File: src/rtl/eth10base_t_pkg.sv
// Shared 10BASE-T definitions: receive state encoding, framing and CRC-32 constants,
// and the byte-wide reflected CRC step used by both the rx checker and the tx FCS generator.
package eth10base_t_pkg;

  typedef enum logic [1:0] {
    IDLE,
    PREAMBLE,
    DATA,
    END
  } rx_state_e;

  localparam logic [7:0]  SFD         = 8'hD5;
  localparam logic [31:0] CRC_POLY    = 32'h04C11DB7;
  localparam logic [31:0] CRC_INIT    = 32'hFFFFFFFF;
  // Residue in normal (MSB-first) bit order; the reflected register is compared after reflect32().
  localparam logic [31:0] CRC_RESIDUE = 32'hC704DD7B;

  function automatic logic [31:0] reflect32(input logic [31:0] v);
    logic [31:0] r;
    for (int i = 0; i < 32; i++) r[i] = v[31-i];
    return r;
  endfunction

  // One byte of the LSB-first CRC, matching the on-wire bit order.
  function automatic logic [31:0] crc32_byte(input logic [31:0] crc, input logic [7:0] data);
    logic [31:0] c;
    c = crc;
    for (int i = 0; i < 8; i++) begin
      if (c[0] ^ data[i]) c = (c >> 1) ^ reflect32(CRC_POLY);
      else                c = c >> 1;
    end
    return c;
  endfunction

endpackage

File: src/rtl/eth10base_t_rx_if.sv
// Byte stream from the 10BASE-T receiver to the MAC frame buffer.
interface eth10base_t_rx_if;
  logic [7:0] rx_data;
  logic       rx_valid;
  logic       rx_sof;
  logic       rx_eof;
  logic       rx_crc_ok;
  logic       rx_err;

  modport master (output rx_data, rx_valid, rx_sof, rx_eof, rx_crc_ok, rx_err);
  modport slave  (input  rx_data, rx_valid, rx_sof, rx_eof, rx_crc_ok, rx_err);
endinterface

File: src/rtl/eth_crc32.sv
// Byte-wide reflected CRC-32 register (poly 0x04C11DB7, init all ones, no final inversion).
module eth_crc32
  import eth10base_t_pkg::*;
(
  input  logic        clk,
  input  logic        reset,
  input  logic        init,
  input  logic        en,
  input  logic [7:0]  data,
  output logic [31:0] crc
);

  // NOTE: flops use non-blocking assignments so every register samples pre-edge values.
  always_ff @(posedge clk or posedge reset) begin
    if (reset)     crc <= CRC_INIT;
    else if (init) crc <= CRC_INIT;
    else if (en)   crc <= crc32_byte(crc, data);
  end

endmodule

File: src/rtl/eth10base_t_rx.sv
// 10BASE-T receiver: Manchester clock/data recovery, preamble/SFD strip, byte delivery
// with CRC-32 check, and link integrity from normal link pulses and received frames.
module eth10base_t_rx
  import eth10base_t_pkg::*;
#(
  parameter int HALF_BIT     = 5,
  parameter int LINK_TIMEOUT = 5_000_000
) (
  input  logic             clk,
  input  logic             reset,
  input  logic             Rxp,
  input  logic             Rxn,
  eth10base_t_rx_if.master rx,
  output logic             link_up,
  output logic             Led_Rx
);

  localparam int CNT_MAX = 3 * HALF_BIT;
  localparam int CNT_W   = $clog2(CNT_MAX + 1);
  localparam int LT_W    = $clog2(LINK_TIMEOUT + 1);

  localparam logic [CNT_W-1:0] MID_C  = CNT_W'(3 * HALF_BIT / 2);
  localparam logic [CNT_W-1:0] TMO_C  = CNT_W'(CNT_MAX);
  // Falling edge of an NLP arrives at cnt = width-1; width window is HALF_BIT..3*HALF_BIT.
  localparam logic [CNT_W-1:0] NLP_LO = CNT_W'(HALF_BIT - 1);
  localparam logic [CNT_W-1:0] NLP_HI = CNT_W'(3 * HALF_BIT - 1);
  localparam logic [LT_W-1:0]  LT_MAX = LT_W'(LINK_TIMEOUT);
  localparam logic [LT_W-1:0]  LT_END = LT_W'(LINK_TIMEOUT - 1);
  localparam logic [1:0]       SFD_TAIL = SFD[7:6];

  logic [1:0]       rxp_sync, rxn_sync;
  logic             line, line_d, edge_det, accept, timeout_hit;
  logic [CNT_W-1:0] cnt;
  rx_state_e        state_q, state_d;
  logic             enter_data;
  logic             prev_bit;
  logic [7:0]       shift_q;
  logic [2:0]       bit_cnt;
  logic             first_byte, got_byte;
  logic             nlp_arm, nlp_cand, nlp_hit;
  logic [LT_W-1:0]  link_timer;
  logic             crc_init;
  logic [31:0]      crc;

  // Rxp/Rxn are asynchronous to clk; a matching pair (both 0 or both 1) reads as idle.
  always_ff @(posedge clk or posedge reset) begin
    if (reset) begin
      rxp_sync <= '0;
      rxn_sync <= '0;
      line_d   <= 1'b0;
    end else begin
      rxp_sync <= {rxp_sync[0], Rxp};
      rxn_sync <= {rxn_sync[0], Rxn};
      line_d   <= line;
    end
  end

  assign line     = (rxp_sync[1] != rxn_sync[1]) ? rxp_sync[1] : 1'b0;
  assign edge_det = line ^ line_d;
  // Edges closer than 1.5 half-bits to the last accepted edge are bit-boundary edges.
  assign accept      = edge_det && ((state_q == IDLE) || (cnt >= MID_C));
  assign timeout_hit = (cnt == TMO_C) && !accept;

  always_ff @(posedge clk or posedge reset) begin
    if (reset)              cnt <= TMO_C;
    else if (accept)        cnt <= '0;
    else if (cnt != TMO_C)  cnt <= cnt + CNT_W'(1);
  end

  always_ff @(posedge clk or posedge reset) begin
    if (reset) state_q <= IDLE;
    else       state_q <= state_d;
  end

  always_comb begin
    // NOTE: default first so every path assigns state_d and no latch is inferred.
    state_d = state_q;
    unique case (state_q)
      IDLE:     if (accept) state_d = PREAMBLE;
      PREAMBLE: begin
        if (accept && ({line, prev_bit} == SFD_TAIL)) state_d = DATA;
        else if (timeout_hit)                         state_d = IDLE;
      end
      DATA:     if (timeout_hit) state_d = END;
      END:      state_d = IDLE;
      default:  state_d = IDLE;
    endcase
  end

  assign enter_data = (state_q == PREAMBLE) && (state_d == DATA);
  assign Led_Rx     = (state_q == PREAMBLE) || (state_q == DATA);

  always_ff @(posedge clk or posedge reset) begin
    if (reset) begin
      prev_bit     <= 1'b0;
      shift_q      <= '0;
      bit_cnt      <= '0;
      first_byte   <= 1'b0;
      got_byte     <= 1'b0;
      rx.rx_data   <= '0;
      rx.rx_valid  <= 1'b0;
      rx.rx_sof    <= 1'b0;
      rx.rx_eof    <= 1'b0;
      rx.rx_crc_ok <= 1'b0;
      rx.rx_err    <= 1'b0;
    end else begin
      rx.rx_valid  <= 1'b0;
      rx.rx_sof    <= 1'b0;
      rx.rx_eof    <= 1'b0;
      rx.rx_crc_ok <= 1'b0;
      rx.rx_err    <= 1'b0;

      if (accept && ((state_q == IDLE) || (state_q == PREAMBLE))) prev_bit <= line;

      if (enter_data) begin
        bit_cnt    <= '0;
        first_byte <= 1'b1;
        got_byte   <= 1'b0;
      end else if ((state_q == DATA) && accept) begin
        shift_q <= {line, shift_q[7:1]};
        bit_cnt <= bit_cnt + 3'd1;
        if (bit_cnt == 3'd7) begin
          rx.rx_data  <= {line, shift_q[7:1]};
          rx.rx_valid <= 1'b1;
          rx.rx_sof   <= first_byte;
          first_byte  <= 1'b0;
          got_byte    <= 1'b1;
        end
      end

      // A trailing partial byte is dropped and flagged as dribble.
      if ((state_q == DATA) && timeout_hit) begin
        rx.rx_eof    <= 1'b1;
        rx.rx_crc_ok <= (reflect32(crc) == CRC_RESIDUE);
        rx.rx_err    <= (bit_cnt != 3'd0) || !got_byte;
      end
    end
  end

  assign crc_init = (state_q == IDLE) && accept;

  eth_crc32 u_crc (
    .clk   (clk),
    .reset (reset),
    .init  (crc_init),
    .en    (rx.rx_valid),
    .data  (rx.rx_data),
    .crc   (crc)
  );

  // An NLP looks like a short excursion into PREAMBLE: one rising edge from IDLE,
  // one falling edge inside the width window, then silence until the timeout.
  always_ff @(posedge clk or posedge reset) begin
    if (reset) begin
      nlp_arm  <= 1'b0;
      nlp_cand <= 1'b0;
    end else if (state_q == IDLE) begin
      nlp_arm  <= accept && line;
      nlp_cand <= 1'b0;
    end else if (edge_det) begin
      nlp_arm  <= 1'b0;
      nlp_cand <= nlp_arm && !line && (cnt >= NLP_LO) && (cnt <= NLP_HI);
    end
  end

  assign nlp_hit = (state_q == PREAMBLE) && timeout_hit && nlp_cand && !line;

  always_ff @(posedge clk or posedge reset) begin
    if (reset) begin
      link_timer <= LT_MAX;
      link_up    <= 1'b0;
    end else if (nlp_hit || rx.rx_sof) begin
      link_timer <= '0;
      link_up    <= 1'b1;
    end else if (link_timer != LT_MAX) begin
      link_timer <= link_timer + LT_W'(1);
      if (link_timer == LT_END) link_up <= 1'b0;
    end
  end

endmodule

File: src/flat_wrapper.sv
// flat-port wrapper written by rule: the top's interface ports become plain ports
module eth10base_t_rx_flat import eth10base_t_pkg::*;
#(
  parameter int HALF_BIT     = 5,
  parameter int LINK_TIMEOUT = 5_000_000
)
  (clk, reset, Rxp, Rxn, link_up, Led_Rx, rx_rx_data, rx_rx_valid, rx_rx_sof, rx_rx_eof, rx_rx_crc_ok, rx_rx_err);
  eth10base_t_rx_if rx_i ();
  input  logic clk;
  input  logic reset;
  input  logic Rxp;
  input  logic Rxn;
  output logic link_up;
  output logic Led_Rx;
  output wire logic [$bits(rx_i.rx_data)-1:0] rx_rx_data;
  output wire logic [$bits(rx_i.rx_valid)-1:0] rx_rx_valid;
  output wire logic [$bits(rx_i.rx_sof)-1:0] rx_rx_sof;
  output wire logic [$bits(rx_i.rx_eof)-1:0] rx_rx_eof;
  output wire logic [$bits(rx_i.rx_crc_ok)-1:0] rx_rx_crc_ok;
  output wire logic [$bits(rx_i.rx_err)-1:0] rx_rx_err;
  assign rx_rx_data = rx_i.rx_data;
  assign rx_rx_valid = rx_i.rx_valid;
  assign rx_rx_sof = rx_i.rx_sof;
  assign rx_rx_eof = rx_i.rx_eof;
  assign rx_rx_crc_ok = rx_i.rx_crc_ok;
  assign rx_rx_err = rx_i.rx_err;
  eth10base_t_rx #(.HALF_BIT(HALF_BIT), .LINK_TIMEOUT(LINK_TIMEOUT)) u_core (.clk(clk), .reset(reset), .Rxp(Rxp), .Rxn(Rxn), .rx(rx_i), .link_up(link_up), .Led_Rx(Led_Rx));
endmodule
File: config.mk
export PLATFORM = sky130hd
export DESIGN_NAME = eth10base_t_rx_flat
export DESIGN_NICKNAME = d
export VERILOG_FILES = /design/src/rtl/eth10base_t_pkg.sv /design/src/rtl/eth10base_t_rx_if.sv /design/src/rtl/eth_crc32.sv /design/src/rtl/eth10base_t_rx.sv /design/src/flat_wrapper.sv
export SDC_FILE = /design/constraint.sdc
export NUM_CORES = 1
export LEC_CHECK = 0
export BUFFER_PORTS_ARGS = -buffer_cell sky130_fd_sc_hd__buf_2
export CORE_UTILIZATION = 30
export DETAILED_ROUTE_END_ITERATION = 8
export GPL_TIMING_DRIVEN = 0
export SLEW_MARGIN = 20
export SYNTH_ARGS = -nofsm -noshare
export SYNTH_HDL_FRONTEND = slang
export SYNTH_SLANG_ARGS = --single-unit
File: constraint.sdc
create_clock -name clk -period 6.2 [get_ports clk]
set_input_delay 0.62 -clock clk [delete_from_list [all_inputs] [get_ports clk]]
set_output_delay 0.62 -clock clk [all_outputs]
set_load 0.1 [all_outputs]
Word-level counts from Yosys, hierarchy flattened
Index checks and enable logic that the tools add are counted.
{"block": "totals", "reg_bits": 96, "latchBits": 0, "mem_bits_rw": 0, "romBits": 0, "elab_cells": 151, "memories": 0}
{"block": "op_classes", "add_sub_neg": 3, "n_mul": 0, "div_mod_pow": 0, "order_cmp": 3, "n_eq_ne": 12, "shift": 0, "muxes": 58, "bitwise_logic": 18, "n_reduce_logical": 36}
{"operator": "$mux 32", "count": 24}
{"operator": "$not 13->14", "count": 8}
{"operator": "$mux 23", "count": 2}
{"operator": "$eq 32x32->1 const B", "count": 1}
{"operator": "$add 23x1->23 const B", "count": 1}
{"operator": "$eq 23x23->1 const B", "count": 1}
{"operator": "$mux 1", "count": 23}
{"operator": "$ne 23x23->1 const B", "count": 1}
{"operator": "$logic_and 1x1->1", "count": 15}
{"operator": "$reduce_bool 2->1", "count": 7}
{"operator": "$xor 1x1->1", "count": 9}
{"operator": "$eq 2x2->1 const B", "count": 4}
{"operator": "$ge 4x3->1 const B", "count": 2}
{"operator": "$mux 2", "count": 4}
{"operator": "$mux 4", "count": 2}
{"operator": "$pmux 2 s4", "count": 1}
{"operator": "$mux 3", "count": 2}
{"operator": "$reduce_and 2->1", "count": 3}
{"operator": "$logic_or 1x1->1", "count": 5}
{"operator": "$add 4x1->4 const B", "count": 1}
{"operator": "$eq 4x4->1 const B", "count": 1}
{"operator": "$le 4x4->1 const B", "count": 1}
{"operator": "$ne 4x4->1 const B", "count": 1}
{"operator": "$add 3x1->3 const B", "count": 1}
{"operator": "other kinds (8)", "count": 10}

Logic depth before layout (Yosys ltp)
Gate-level depths: netlist (run 1).
{"block": "logic_depth", "depth_word": 34, "mapped_depth": 10}

Hierarchy
From an unflattened synthesis (run 1), not the netlist that was laid out.
{"block": "hier_totals", "cells_unflattened": 453, "area_unflattened_um2": 5350.1}
{"mod": "eth10base_t_rx", "n_inst": 1, "cells_per_inst": 279, "area_per_inst_um2": 3093.0, "seq_area_each_um2": 1591.5}
{"mod": "eth_crc32", "n_inst": 1, "cells_per_inst": 174, "area_per_inst_um2": 2257.2, "seq_area_each_um2": 840.8}

Worst setup path after synthesis (run 1)
OpenSTA, ideal clock, no wires.
{"block": "synth_path", "path_type": "register to register", "startpoint": "register u_core.rx.rx_data[5]", "endpoint": "register u_core.u_crc.crc[21]", "setup_ns": 0.084, "t_arrival_ns": 2.468, "required_ns": 6.116, "slack_ns": 3.648, "path_stages_with_launch": 7, "period_less_slack_ns": 2.552, "path_cell_list": "dfrtp_1 xnor2_1 xnor2_1 xnor2_1 xnor2_1 nor2_1 a221o_2"}
{"block": "synth_between", "elab_chain_cells": 11}
{"element": "start, declared", "line": "eth10base_t_rx_if.sv:10", "rtl": "modport master (output rx_data, rx_valid, rx_sof, rx_eof, rx_crc_ok, rx_err);"}
{"element": "start signal, assigned", "line": "eth10base_t_rx.sv:123", "rtl": "rx.rx_data <= {line, shift_q[7:1]};"}
{"element": "$xor 1x1->1 *", "line": "eth10base_t_pkg.sv:29", "rtl": "if (c[0] ^ data[i]) c = (c >> 1) ^ reflect32(CRC_POLY);"}
{"element": "$mux 32 *", "line": "eth10base_t_pkg.sv:29"}
{"element": "$mux 32 *", "line": "eth_crc32.sv:17", "rtl": "else if (en) crc <= crc32_byte(crc, data);"}
{"element": "$mux 32 *", "line": "eth_crc32.sv:16", "rtl": "else if (init) crc <= CRC_INIT;"}
{"element": "$mux 32 *", "line": "eth10base_t_pkg.sv:29"}
{"element": "$mux 32 *", "line": "eth_crc32.sv:17"}
{"element": "$mux 32 *", "line": "eth_crc32.sv:16"}
{"element": "$not 13->14 (no source line)"}
{"element": "$mux 32 *", "line": "eth10base_t_pkg.sv:29"}
{"element": "$mux 32 *", "line": "eth_crc32.sv:17"}
{"element": "$mux 32 *", "line": "eth_crc32.sv:16"}
{"element": "end signal, assigned", "line": "eth_crc32.sv:17"}
{"element": "end, declared", "line": "eth_crc32.sv:10", "rtl": "output logic [31:0] crc"}
Mark *: on every way between the ends. The rest lies on a longest branch, timed or not. The select of a mux whose other input is x is not followed.
A chain may end at the register's enable or synchronous reset.

Worst setup path after layout (run 1)
{"block": "layout_path", "startpoint": "register u_core.state_q[0]", "endpoint": "register u_core.shift_q[1]"}
{"block": "layout_between", "elab_chain_cells": 12}
{"element": "start, declared", "line": "eth10base_t_rx.sv:34", "rtl": "rx_state_e state_q, state_d;"}
{"element": "start signal, assigned", "line": "eth10base_t_rx.sv:72", "rtl": "else state_q <= state_d;"}
{"element": "$logic_not 2->1", "line": "eth10base_t_rx.sv:61, eth10base_t_rx.sv:78"}
{"element": "$logic_or 1x1->1", "line": "eth10base_t_rx.sv:61", "rtl": "assign accept = edge_det && ((state_q == IDLE) || (cnt >= MID_C));"}
{"element": "$logic_and 1x1->1", "line": "eth10base_t_rx.sv:61"}
{"element": "$logic_not 1->1", "line": "eth10base_t_rx.sv:62", "rtl": "assign timeout_hit = (cnt == TMO_C) && !accept;"}
{"element": "$logic_and 1x1->1", "line": "eth10base_t_rx.sv:62"}
{"element": "$mux 2", "line": "eth10base_t_rx.sv:82", "rtl": "else if (timeout_hit) state_d = IDLE;"}
{"element": "$mux 2", "line": "eth10base_t_rx.sv:81", "rtl": "if (accept && ({line, prev_bit} == SFD_TAIL)) state_d = DATA;"}
{"element": "$pmux 2 s4", "line": "eth10base_t_rx.sv:78", "rtl": "unique case (state_q)"}
{"element": "$eq 2x2->1", "line": "eth10base_t_rx.sv:90", "rtl": "assign enter_data = (state_q == PREAMBLE) && (state_d == DATA);"}
{"element": "$logic_and 1x1->1", "line": "eth10base_t_rx.sv:90"}
{"element": "$not 1->1 (no source line)"}
{"element": "$reduce_and 2->1 (no source line) *"}
{"element": "end signal, assigned", "line": "eth10base_t_rx.sv:120", "rtl": "shift_q <= {line, shift_q[7:1]};"}
{"element": "end, declared", "line": "eth10base_t_rx.sv:37", "rtl": "logic [7:0] shift_q;"}
Mark *: on every way between the ends. The rest lies on a longest branch, timed or not.

==> results of run 1 <==
==> per-stage QoR <==
| step | instance area, sq um | hold slack [ps] | util, % | instances |
|---|---|---|---|---|
| after floorplan | 5110 | 331 | - | 479 |
| after global placement | 5480 | 336 | 33.0 | 717 |
| after detailed placement | 5520 | 336 | 33.3 | 718 |
| after CTS | 5860 | 220 | 35.4 | 734 |
| after global routing | 5860 | 230 | 35.4 | 734 |
| final | 5860 | 219 | 35.4 | 734 |
==> power breakdown <==
group,switching [mW],internal [mW]
Combinational,0.185,0.0886
Clock,0.246,0.396
Sequential,0.0357,0.669
Total,0.467,1.15
==> state kept, by name (all words and copies together) (netlist names), 2 cells and up <==
signal             flops
u_core.link_timer     23
u_core.shift_q         7
u_core.u_crc.crc      32
u_core.rx.rx_data      8
u_core.rxn_sync        2
u_core.cnt             4
u_core.bit_cnt         3
u_core.rxp_sync        2
u_core.state_q         2
==> routing by layer <==
metal / part of all wire [%] / global-route usage, %
met5: 0 / 0
met1: 46 / 16.9
met3: 3.4 / 2.64
met4: 1.0 / 3.26
met2: 50 / 22.0
==> how the worst max path moves through the flow <==
stage / from / to / slack (ps) / depth (start not counted)
after floorplan: reset / u_core.bit_cnt[0]$_DFFE_PP0P_ / 3180 / 1
after global placement: reset / u_core.rx.rx_eof$_DFF_PP0_ / 2010 / 2
after detailed placement: u_core.state_q[0]$_DFF_PP0_ / u_core.shift_q[1]$_DFFE_PP0P_ / 3580 / 9
after CTS: u_core.state_q[0]$_DFF_PP0_ / u_core.shift_q[1]$_DFFE_PP0P_ / 3560 / 9
after global routing: u_core.state_q[0]$_DFF_PP0_ / u_core.shift_q[5]$_DFFE_PP0P_ / 3360 / 9
final: u_core.state_q[0]$_DFF_PP0_ / u_core.shift_q[1]$_DFFE_PP0P_ / 3580 / 9
==> cell type report <==
cell class,count,share of cell area [%]
plain buffers,15,1.17
clock buffers,9,3.84
clock inverters,7,2.05
inverters,17,1.17
multi-input cells,352,43.6
flip-flops and latches,95,41.5
well taps,220,4.69
repair buffers,19,2.01
==> synthesized netlist by cell type, types with 2 or more instances <==
library cell,number
sky130_fd_sc_hd__xnor2_2,5
sky130_fd_sc_hd__nor4_1,3
sky130_fd_sc_hd__o211ai_1,2
sky130_fd_sc_hd__nand2b_1,3
sky130_fd_sc_hd__nand2_1,57
sky130_fd_sc_hd__a21oi_1,8
sky130_fd_sc_hd__nor2_1,48
sky130_fd_sc_hd__nand4_1,5
sky130_fd_sc_hd__dfstp_2,44
sky130_fd_sc_hd__a221o_2,4
sky130_fd_sc_hd__xor2_4,3
sky130_fd_sc_hd__mux2i_1,7
sky130_fd_sc_hd__nor2_2,2
sky130_fd_sc_hd__xor2_1,30
sky130_fd_sc_hd__and2_1,2
sky130_fd_sc_hd__xnor2_4,2
sky130_fd_sc_hd__and4_1,2
sky130_fd_sc_hd__dfrtp_1,51
sky130_fd_sc_hd__and3_1,3
sky130_fd_sc_hd__ha_1,11
sky130_fd_sc_hd__nor4b_1,5
sky130_fd_sc_hd__inv_1,16
sky130_fd_sc_hd__nor3_1,3
sky130_fd_sc_hd__or3_1,3
sky130_fd_sc_hd__xnor2_1,51
sky130_fd_sc_hd__nand3_1,16
sky130_fd_sc_hd__o21ai_0,31
sky130_fd_sc_hd__or2_2,2
sky130_fd_sc_hd__clkbuf_1,11
sky130_fd_sc_hd__nand4b_1,4
sky130_fd_sc_hd__mux2_2,16
==> cell families after synthesis <==
group,after synthesis
AOI/OAI and AO/OA,58
xor gates and xnor gates,93
adders and majority gates,11
buffers and inverters,32
DFF,95
muxes,23
and+or+nand+nor,167
==> critical path: cells and delay by family, from the launching register on <==
family	cells	cell delay, ps
AO/OA/AOI/OAI	4	800
AND/OR/NAND/NOR	1	300
adder cells (fa/ha/maj)	1	160
flip-flops	1	390
buffers and inverters	2	470
multiplexers	1	380
==> results.md, run 1 <==
- Filler instances: 1666
- Max-capacitance violation count: 0
- Slack of the worst reg-to-reg path: 3580 ps
- Highest ir drop seen on vdd: 0.192 mV
- Number of detailed-routing iterations run before antenna repair: 4
- Share of the synthesized area in compound gates (AO/OA/AOI/OAI): 7.42%
- Sequential Area: 0.00243 sq mm
- Commonest non-fill, non-tap cell in the layout: sky130_fd_sc_hd__nand2_1
- Initial core utilization: 30.8%
- Cell at the slowest stage of the critical path: sky130_fd_sc_hd__dfrtp_1
- Achievable frequency: 381 MHz
- Synthesized area per cell: 10.7 sq um
- Overall die width: 133 um
- Per-cell routed wire length: 14.4 um
- Unrepaired setup endpoints after global routing: no
- Endpoint kind of the worst setup timing path: flop
- Part of the cycle the worst path needs: 42.3%
- Leading cell types in the layout, fill and taps excluded: sky130_fd_sc_hd__nand2_1, sky130_fd_sc_hd__xnor2_1, sky130_fd_sc_hd__dfrtp_1
- Required time of the critical path: 6430 ps
- Layout-stage area growth over the synthesis result: 14.7%
- Final Skew: 6.71 ps
- Async S/R FF share, synth: 100%
- Actual transition at the worst max-transition pin: 831 ps
- Count of distinct cell types in the synthesized netlist: 60
- Yosys reg bits: 95
- Net count reported at finish: 524
- Number of enable flip-flop cells after synthesis: 0
- Number of buffers on the longest clock path: 2
- Count of antenna-violating nets left after detailed routing: 0
- Sequential fraction of the synthesis area: 47.6%
- Inserted Diodes: 0
- CTS Buf Count: 9
- Clk Tree Root Cell: sky130_fd_sc_hd__clkbuf_16
- Number of levels the H-tree was split into: 3
- Clock Latency Late Sink: 340 ps
- Type of the setup path with the least slack: reg2reg
- Number of antenna violations at the first check in global routing: 0
- Commonest register cell after synthesis: sky130_fd_sc_hd__dfrtp_1
- Post-synthesis instance total: 479
- Post-synthesis share of cell area spent on and, or, nand and nor gates: 15.8%
- Boundary Pins: 19
- Mux cell area share after synthesis: 4.89%
- XOR/XNOR share of the synthesized area: 19.1%
- Worst-path cell chain: inv_1 > ha_1 > clkbuf_1 > a211o_1 > a41oi_1 > or2_2 > o221a_4 > o21bai_2 > mux2_2
- Global Route Usage Sum: 13.0%
- Hold-fix buffer count after cts: 0
- Normalized max-slew margin: 44.2%
- Worst-case setup slack after placement: 3580 ps
- Total Die Area: 0.0176 sq mm
- Placer's final routability congestion estimate: 0.850
- Total grt overflow: 0
- Number of global-route vias before repair: 3623
- Final setup violating endpoints: 0
- Via density: 4.72
- Global-route wire length before repair: 18.3 mm
- Critical R2R Capture: u_core.shift_q[1]$_DFFE_PP0P_
- Kind of start point of the critical path: flop
- TritonCTS clock tree: built
- Core Box Area: 0.0166 sq mm
- Number of vias in the routed layout: 3468
- First-iteration detailed-routing DRC count: 179
- Clk pin slew, worst setup/hold paths: 70 ps
- Sum Neg Setup Slack: 0 ps
- Number of rows in the core area: 47
- Total power per unit cell area: 276 mW/mm^2
- Setup ws final: 3580 ps
- Die Span Y: 133 um
- Total routed wirelength: 10.6 mm
- Largest cells by area after synthesis: sky130_fd_sc_hd__dfrtp_1, sky130_fd_sc_hd__dfstp_2, sky130_fd_sc_hd__xnor2_1
- Depth of the most critical reg-to-reg path: 9
- Post-synth net total: 494
- Maximum number of pins on one net before global-route repair: 73
- Number of sinks handled by clock tree synthesis: 95
- Source of the worst register-to-register timing path: u_core.state_q[0]$_DFF_PP0_
- Crit Path Max Fanout: 9
- Fraction of synthesized cell area taken by the top area cell type: 25.0%
- Crit-path max cell delay: 390 ps
- Warnings, synthesis: 0
- Multi-input gate area: 0.00255 sq mm
- Port buffer count: 18
- Minimum clock period: 2620 ps
- Count of pins over their slew limit: 0
- Estimated wirelength of the detail-placed design: 7.65 mm
- Post-cts resize count: 0
- Type of the tightest min-delay check: in2async
- Mapped Area: 0.00511 sq mm
- Combinational family with the most area after synthesis: XOR/XNOR gates
- Outcome: finished, final reports clean
- Fraction of the mapped netlist area in adder cells: 2.69%
- Number of DRC violations after detailed routing: 0
- Ratio of cells with drive above 1 in the final layout: 24.1%
- Arrival @ worst endpoint: 2850 ps
- Static leakage: 2.40 nW
- Number of buffers added for setup after CTS: 0
- Final hold violation count: 0
- Largest area contributor in the synthesized netlist: sky130_fd_sc_hd__dfrtp_1
- Tot Pwr: 1.62 mW
Power figures use the tool's default switching activity.
==> run 2, diff against run 1 <==
- ABC_AREA: unset -> 1
- clock period: 6.2 -> 2.3 ns (I/O delays scaled with it)
==> run 2 against run 1 <==
Against the previous run: count of clock-buffer cells in the layout up 2; the run now ends with DRC left; highest routed layer unchanged; core utilization fell by 0.17 points; synthesized area is 9.9% higher; final area up 8.9%.
==> results.md, run 2 <==
- Total power per unit cell area: 809 mW/mm^2
- Final hold violation count: 0
- Max-capacitance violation count: 0
- Via density: 4.74
- Clock Latency Late Sink: 350 ps
- Type of the tightest min-delay check: reg2reg
- Static leakage: 3.08 nW
- Number of vias in the routed layout: 4629
- Share of power burned in registers: 42.7%
- Final setup violating endpoints: 0
- Mapped Area: 0.00562 sq mm
- Total Die Area: 0.0193 sq mm
- Clk Tree Root Cell: sky130_fd_sc_hd__clkbuf_16
- Registers with the most flip-flops: u_core.u_crc.crc (32), u_core.link_timer (23), u_core.rx.rx_data (8)
- Normalized max-slew margin: 53.1%
- Synthesized area per cell: 7.95 sq um
- Post-synthesis instance total: 707
- Filler instances: 1920
- Arrival @ worst endpoint: 2360 ps
- Part of the cycle the worst path needs: 92.0%
- Required time of the critical path: 2540 ps
- Number of rows in the core area: 49
- Boundary Pins: 19
- Yosys reg bits: 95
- Count of antenna-violating nets left after detailed routing: 0
- Port buffer count: 18
- Total grt overflow: 0
- Placer's final routability congestion estimate: 0.889
- Count of non-filler cells in the finished layout: 976
- Worst-path cell chain: ha_1 > nand2_2 > nor2_2 > nand3_2 > inv_1 > nand4_1 > nand2_1 > inv_1 > o21ai_0 > a21oi_1
- Largest register by flop count: u_core.u_crc.crc
- Crit-path max cell delay: 570 ps
- Number of DRC violations after detailed routing: 2
- Tot Pwr: 5.17 mW
- Actual transition at the worst max-transition pin: 697 ps
- TritonCTS clock tree: built
- Internal power: 3.29 mW
- Largest area contributor in the synthesized netlist: sky130_fd_sc_hd__dfrtp_1
- Global Route Usage Sum: 14.3%
- Warnings, synthesis: 0
- Number of global-route vias before repair: 4322
- Number of sinks handled by clock tree synthesis: 95
- Maximum number of pins on one net before global-route repair: 32
- Placed instance count: 957
- Inserted Diodes: 0
- Type of the setup path with the least slack: reg2reg
- Estimated wirelength of the detail-placed design: 9.84 mm
- Post-synth net total: 722
- Minimum clock period: 2120 ps
- Unrepaired setup endpoints after global routing: no
- Crit Path Max Fanout: 9
- Setup ws final: 185 ps
- Relative contribution of the clock network to total power: 28.2%
- Endpoint kind of the worst setup timing path: flop
- Highest ir drop seen on vdd: 0.802 mV
- Number of flip-flops in the largest register: 32
- Layout-stage area growth over the synthesis result: 13.7%
- Leading cell type by number of instances after synthesis: sky130_fd_sc_hd__nand2_1
- Count of distinct cell types in the synthesized netlist: 44
- Total routed wirelength: 13.1 mm
- Clk pin slew, worst setup/hold paths: 70 ps
- Overall die width: 139 um
- Initial core utilization: 31.0%
- Share of total power consumed by net switching: 36.4%
- Worst path most repeated cell: sky130_fd_sc_hd__inv_1
- Die Span Y: 139 um
- Per-cell routed wire length: 13.5 um
- Count of pins over their slew limit: 0
- Failing checks: DRC
- Global-route wire length before repair: 21.9 mm
- Sequential fraction of the synthesis area: 43.3%
- Kind of start point of the critical path: flop
- Number of antenna violations at the first check in global routing: 0
- Worst-case setup slack after placement: 181 ps
- Sum Neg Setup Slack: 0 ps
- Outcome: finished, violations left
- Async S/R FF share, synth: 100%
- Final Skew: 10.6 ps
- Commonest register cell after synthesis: sky130_fd_sc_hd__dfrtp_1
- CTS Buf Count: 9
- Largest cells by area after synthesis: sky130_fd_sc_hd__dfrtp_1, sky130_fd_sc_hd__dfstp_2, sky130_fd_sc_hd__nand2_1
- Net count reported at finish: 757
- Total net switching power: 1.88 mW
- Number of detailed-routing iterations run before antenna repair: 7
- Commonest non-fill, non-tap cell in the layout: sky130_fd_sc_hd__nand2_1
- Ratio of cells with drive above 1 in the final layout: 18.1%
- Core Box Area: 0.0181 sq mm
- Achievable frequency: 473 MHz
- Number of buffers added for setup after CTS: 0
- Top cell types by occurrence after synthesis: sky130_fd_sc_hd__nand2_1, sky130_fd_sc_hd__inv_1, sky130_fd_sc_hd__nand3_1
- Logic gate share of total power: 29.1%
- Number of buffers on the longest clock path: 2
- Number of enable flip-flop cells after synthesis: 0
- First-iteration detailed-routing DRC count: 322
- Leading cell types in the layout, fill and taps excluded: sky130_fd_sc_hd__nand2_1, sky130_fd_sc_hd__inv_1, sky130_fd_sc_hd__nand3_1
- Fraction of synthesized cell area taken by the top area cell type: 22.7%
- Cell at the slowest stage of the critical path: sky130_fd_sc_hd__dfstp_2
- Number of levels the H-tree was split into: 3
[run 2: final timing paths]
check / startpoint / endpoint / slack [ps] / cells after the start
setup / recovery: u_core.cnt[1]$_DFFE_PP1N_ / u_core.link_timer[3]$_DFFE_PP0P_ / 180 / 10
hold / removal: u_core.rxp_sync[0]$_DFF_PP0_ / u_core.rxp_sync[1]$_DFF_PP0_ / 350 / 0
setup reg to reg: u_core.cnt[1]$_DFFE_PP1N_ / u_core.link_timer[3]$_DFFE_PP0P_ / 180 / 10
hold reg to reg: u_core.rxp_sync[0]$_DFF_PP0_ / u_core.rxp_sync[1]$_DFF_PP0_ / 350 / 0
max in group asynchronous: reset / u_core.u_crc.crc[24]$_DFFE_PP1P_ / 970 / 6
min in group asynchronous: reset / u_core.link_timer[0]$_DFFE_PP0P_ / 370 / 3
[run 2: critical path: cells and delay by family, from the launching register on]
family / cells / cell delay (ps)
buffers and inverters: 2 / 380
AND/OR/NAND/NOR: 5 / 690
flip-flops: 1 / 570
adder cells (fa/ha/maj): 1 / 180
AO/OA/AOI/OAI: 2 / 180
[run 2: final cells by class]
cell class	count	area, sq um	share of cell area (%)
Multi-Input combinational cell	510	2760	43.3
Sequential cell	95	2430	38.1
Inverter	91	348	5.45
Tap cell	229	287	4.49
Clock buffer	11	243	3.80
Timing Repair Buffer	24	180	2.82
Buffer	11	86.3	1.35
Clock inverter	5	46.3	0.725
[run 2: through the flow]
step                hold slack, ps  util, %  cell area, sq um
floorplan                      261        -              5620
global placement               334     33.1              6000
detailed placement             200     33.4              6060
CTS                            356     35.1              6380
finish                         353     35.2              6380
global route                   368     35.2              6380
[run 2: kinds of logic after synthesis]
group,after synthesis,synth area share [%]
AO/OA/AOI/OAI,68,6.99
AND/OR/NAND/NOR,380,30.3
flip-flops,95,43.3
buffers and inverters,102,7.66
adder cells (fa/ha/maj),11,2.45
XOR/XNOR,51,9.29
[run 2: per-layer routing]
layer  share of wire (%)  global-route usage, %  up-vias
li1                    -                      -     2343
met1                  49                   19.2     2184
met2                  45                   22.9       86
met3                 4.2                   2.80       16
met4                 1.6                   5.20        0
met5                   0                      0        -
[run 2: repair_timing]
action	4_1_cts	5_1_grt
endpoints found under the hold margin	9	0
hold buffers	3	0
setup endpoints to repair	0	1
gates resized for setup	0	1
[run 2: power by group through the flow]
| stage | registers (mW) | logic [mW] | clock network (mW) |
|---|---|---|---|
| 4_1_cts | 2.20 | 1.50 | 1.51 |
| 2_1_floorplan | 2.18 | 1.20 | 0 |
| 5_1_grt | 2.23 | 1.70 | 1.57 |
| 3_3_place_gp | 2.23 | 1.45 | 0 |
| 3_5_place_dp | 2.22 | 1.49 | 0 |
| 6_report | 2.20 | 1.50 | 1.46 |
==> run 3, diff against run 2 <==
- ABC_AREA: 1 -> 0
- SYNTH_HIERARCHICAL: unset -> 1
==> run 3 against run 2 <==
Against the previous run: the run now ends clean; highest routed layer unchanged; critical path depth shrank 3; largest power group unchanged; synthesized area shrank 4.8%; count of clock-buffer cells in the layout shrank 1.
==> results.md, run 3 <==
- Outcome: finished, final reports clean
- Number of antenna violations at the first check in global routing: 0
- Clk Tree Root Cell: sky130_fd_sc_hd__clkbuf_16
- Type of the tightest min-delay check: reg2reg
- Number of sinks handled by clock tree synthesis: 95
- Total Die Area: 0.0184 sq mm
- Internal power: 3.73 mW
- Final setup violating endpoints: 0
- Required time of the critical path: 2530 ps
- Achievable frequency: 450 MHz
- Minimum clock period: 2220 ps
- Total net switching power: 1.88 mW
- Relative contribution of the clock network to total power: 28.8%
- Count of antenna-violating nets left after detailed routing: 0
- Total grt overflow: 0
- Die Span Y: 136 um
- Clock Latency Late Sink: 340 ps
- Fraction of synthesized cell area taken by the top area cell type: 23.9%
- Share of total power consumed by net switching: 33.6%
- Top cell types by occurrence after synthesis: sky130_fd_sc_hd__dfrtp_1, sky130_fd_sc_hd__dfstp_2, sky130_fd_sc_hd__nor2_1
- Global Route Usage Sum: 13.3%
- Core Box Area: 0.0174 sq mm
- Tot Pwr: 5.61 mW
- Commonest register cell after synthesis: sky130_fd_sc_hd__dfrtp_1
- Via density: 4.79
- Commonest non-fill, non-tap cell in the layout: sky130_fd_sc_hd__dfrtp_1
- Worst-case setup slack after placement: -176 ps
- Placed instance count: 697
- Final Skew: 5.87 ps
- Layout-stage area growth over the synthesis result: 15.6%
- Async S/R FF share, synth: 100%
- Post-synth net total: 467
- Warnings, synthesis: 6
- Mapped Area: 0.00535 sq mm
- Largest area contributor in the synthesized netlist: sky130_fd_sc_hd__dfrtp_1
- Highest ir drop seen on vdd: 0.524 mV
- Number of enable flip-flop cells after synthesis: 0
- Kind of start point of the critical path: flop
- Final hold violation count: 0
- First-iteration detailed-routing DRC count: 120
- Number of rows in the core area: 48
- Maximum number of pins on one net before global-route repair: 34
- Global-route wire length before repair: 18.9 mm
- Count of distinct cell types in the synthesized netlist: 63
- Sequential fraction of the synthesis area: 45.5%
- Type of the setup path with the least slack: reg2reg
- Clk pin slew, worst setup/hold paths: 60 ps
- Count of pins over their slew limit: 0
- TritonCTS clock tree: built
- Number of buffers on the longest clock path: 2
- CTS Buf Count: 9
- Setup ws final: 77.0 ps
- Largest cells by area after synthesis: sky130_fd_sc_hd__dfrtp_1, sky130_fd_sc_hd__dfstp_2, sky130_fd_sc_hd__xnor2_1
- Part of the cycle the worst path needs: 96.7%
- Initial core utilization: 30.8%
- Yosys reg bits: 95
- Number of vias in the routed layout: 3457
- Net count reported at finish: 505
- Share of power burned in registers: 39.2%
- Boundary Pins: 19
- Inserted Diodes: 0
- Number of flip-flops in the largest register: 32
- Arrival @ worst endpoint: 2450 ps
- Max-capacitance violation count: 0
- Leading cell type by number of instances after synthesis: sky130_fd_sc_hd__dfrtp_1
- Endpoint kind of the worst setup timing path: flop
- Port buffer count: 18
- Count of non-filler cells in the finished layout: 721
- Ratio of cells with drive above 1 in the final layout: 28.6%
- Number of detailed-routing iterations run before antenna repair: 4
- Actual transition at the worst max-transition pin: 679 ps
- Total routed wirelength: 11.2 mm
- Number of DRC violations after detailed routing: 0
- Number of levels the H-tree was split into: 3
- Per-cell routed wire length: 15.5 um
- Post-synthesis instance total: 453
- Number of global-route vias before repair: 3621
- Normalized max-slew margin: 54.7%
- Synthesized area per cell: 11.8 sq um
- Leading cell types in the layout, fill and taps excluded: sky130_fd_sc_hd__dfrtp_1, sky130_fd_sc_hd__dfstp_2, sky130_fd_sc_hd__nor2_1
- Estimated wirelength of the detail-placed design: 8.05 mm
- Filler instances: 1695
- Total power per unit cell area: 908 mW/mm^2
- Placer's final routability congestion estimate: 0.854
- Static leakage: 2.62 nW
- Unrepaired setup endpoints after global routing: yes
- Logic gate share of total power: 32.0%
- Registers with the most flip-flops: u_core/u_crc/crc (32), u_core/link_timer (23), u_core/rx.rx_data (8)
- Overall die width: 136 um
- Crit Path Max Fanout: 7
- Largest register by flop count: u_core/u_crc/crc
==> run 3: changes by cell type after synthesis, moves of 16 or more <==
cell                      change
sky130_fd_sc_hd__a211o_1     +21
sky130_fd_sc_hd__xnor2_1     +25
sky130_fd_sc_hd__nor2b_1     +16
sky130_fd_sc_hd__nand2_2     -16
sky130_fd_sc_hd__inv_1       -68
sky130_fd_sc_hd__nand3_1     -52
sky130_fd_sc_hd__nand2_1    -183
==> run 3: final cells by class <==
type / count / area (sq um) / area share (%)
Clock buffer: 10 / 239 / 3.87
Inverter: 19 / 73.8 / 1.19
Clock inverter: 6 / 82.6 / 1.34
Multi-Input combinational cell: 324 / 2820 / 45.6
Sequential cell: 95 / 2440 / 39.4
Tap cell: 225 / 282 / 4.55
Buffer: 15 / 75.1 / 1.21
Timing Repair Buffer: 27 / 178 / 2.87
==> run 3: repair_timing <==
| item | CTS | global route |
|---|---|---|
| hold endpoints to repair | 30 | 0 |
| hold buffers | 3 | 0 |
| gates resized for setup | 3 | 12 |
| gates cloned | 0 | 1 |
| buffers inserted | 4 | 0 |
| setup endpoints to repair | 20 | 29 |
| pin swaps | 3 | 3 |
==> run 3: worst paths after layout <==
kind / start / endpoint / slack, ps / depth (start not counted)
worst max-delay path: u_core/cnt[0]$_DFFE_PP1N_ / u_core/rx.rx_data[2]$_DFFE_PP0P_ / 80 / 7
max in group asynchronous: reset / u_core/link_timer[19]$_DFFE_PP1P_ / 1230 / 4
worst min register to register: u_core/rxn_sync[0]$_DFF_PP0_ / u_core/rxn_sync[1]$_DFF_PP0_ / 360 / 0
worst max register to register: u_core/cnt[0]$_DFFE_PP1N_ / u_core/rx.rx_data[2]$_DFFE_PP0P_ / 80 / 7
min in group asynchronous: reset / u_core/rx.rx_eof$_DFF_PP0_ / 470 / 3
worst min-delay path: u_core/rxn_sync[0]$_DFF_PP0_ / u_core/rxn_sync[1]$_DFF_PP0_ / 360 / 0
==> run 3: kinds of logic (layout without fill, tap and decap cells) <==
logic type,after synthesis,count (layout),synth area share (%)
simple gates,136,136,13.6
compound gates,72,72,10.0
mux,18,18,4.14
flops,95,95,45.5
fa+ha+maj,10,10,2.34
xor+xnor,88,88,21.7
buf+inv,34,77,2.69
==> run 3: stage by stage <==
| stage | utilization, % | hold WS, ps | TNS [ps] | instance area [sq um] |
|---|---|---|---|---|
| after CTS | 35.4 | 357 | 0 | 6140 |
| after global placement | 33.0 | 343 | -20270 | 5730 |
| after detailed placement | 33.1 | 294 | -2200 | 5750 |
| after global routing | 35.6 | 368 | -8.04 | 6180 |
| after floorplan | - | 261 | -29.2 | 5350 |
| final | 35.6 | 357 | 0 | 6180 |
==> run 3: metal layers <==
| layer | global-route usage (%) | wire, um | up-vias |
|---|---|---|---|
| met5 | 0 | 0 | - |
| met4 | 4.56 | 200 | 0 |
| met3 | 3.03 | 409 | 19 |
| met2 | 22.1 | 5500 | 54 |
| met1 | 17.0 | 5090 | 1743 |
| li1 | - | - | 1641 |
==> run 3: power groups by stage <==
stage,logic [mW],registers [mW],clock network [mW]
floorplan,1.32,2.21,0
global placement,1.62,2.21,0
detailed placement,1.66,2.23,0
CTS,1.75,2.19,1.67
global route,1.97,2.24,1.75
finish,1.79,2.20,1.62
==> run 3: critical path, cell delays in order (launching register included) <==
cell and delay [ps]:
sky130_fd_sc_hd__dfstp_2 390, sky130_fd_sc_hd__ha_2 210, sky130_fd_sc_hd__a211o_4 360, sky130_fd_sc_hd__and3_4 200
sky130_fd_sc_hd__o32ai_4 330, sky130_fd_sc_hd__a21oi_2 140, sky130_fd_sc_hd__buf_4 190, sky130_fd_sc_hd__mux2_4 290
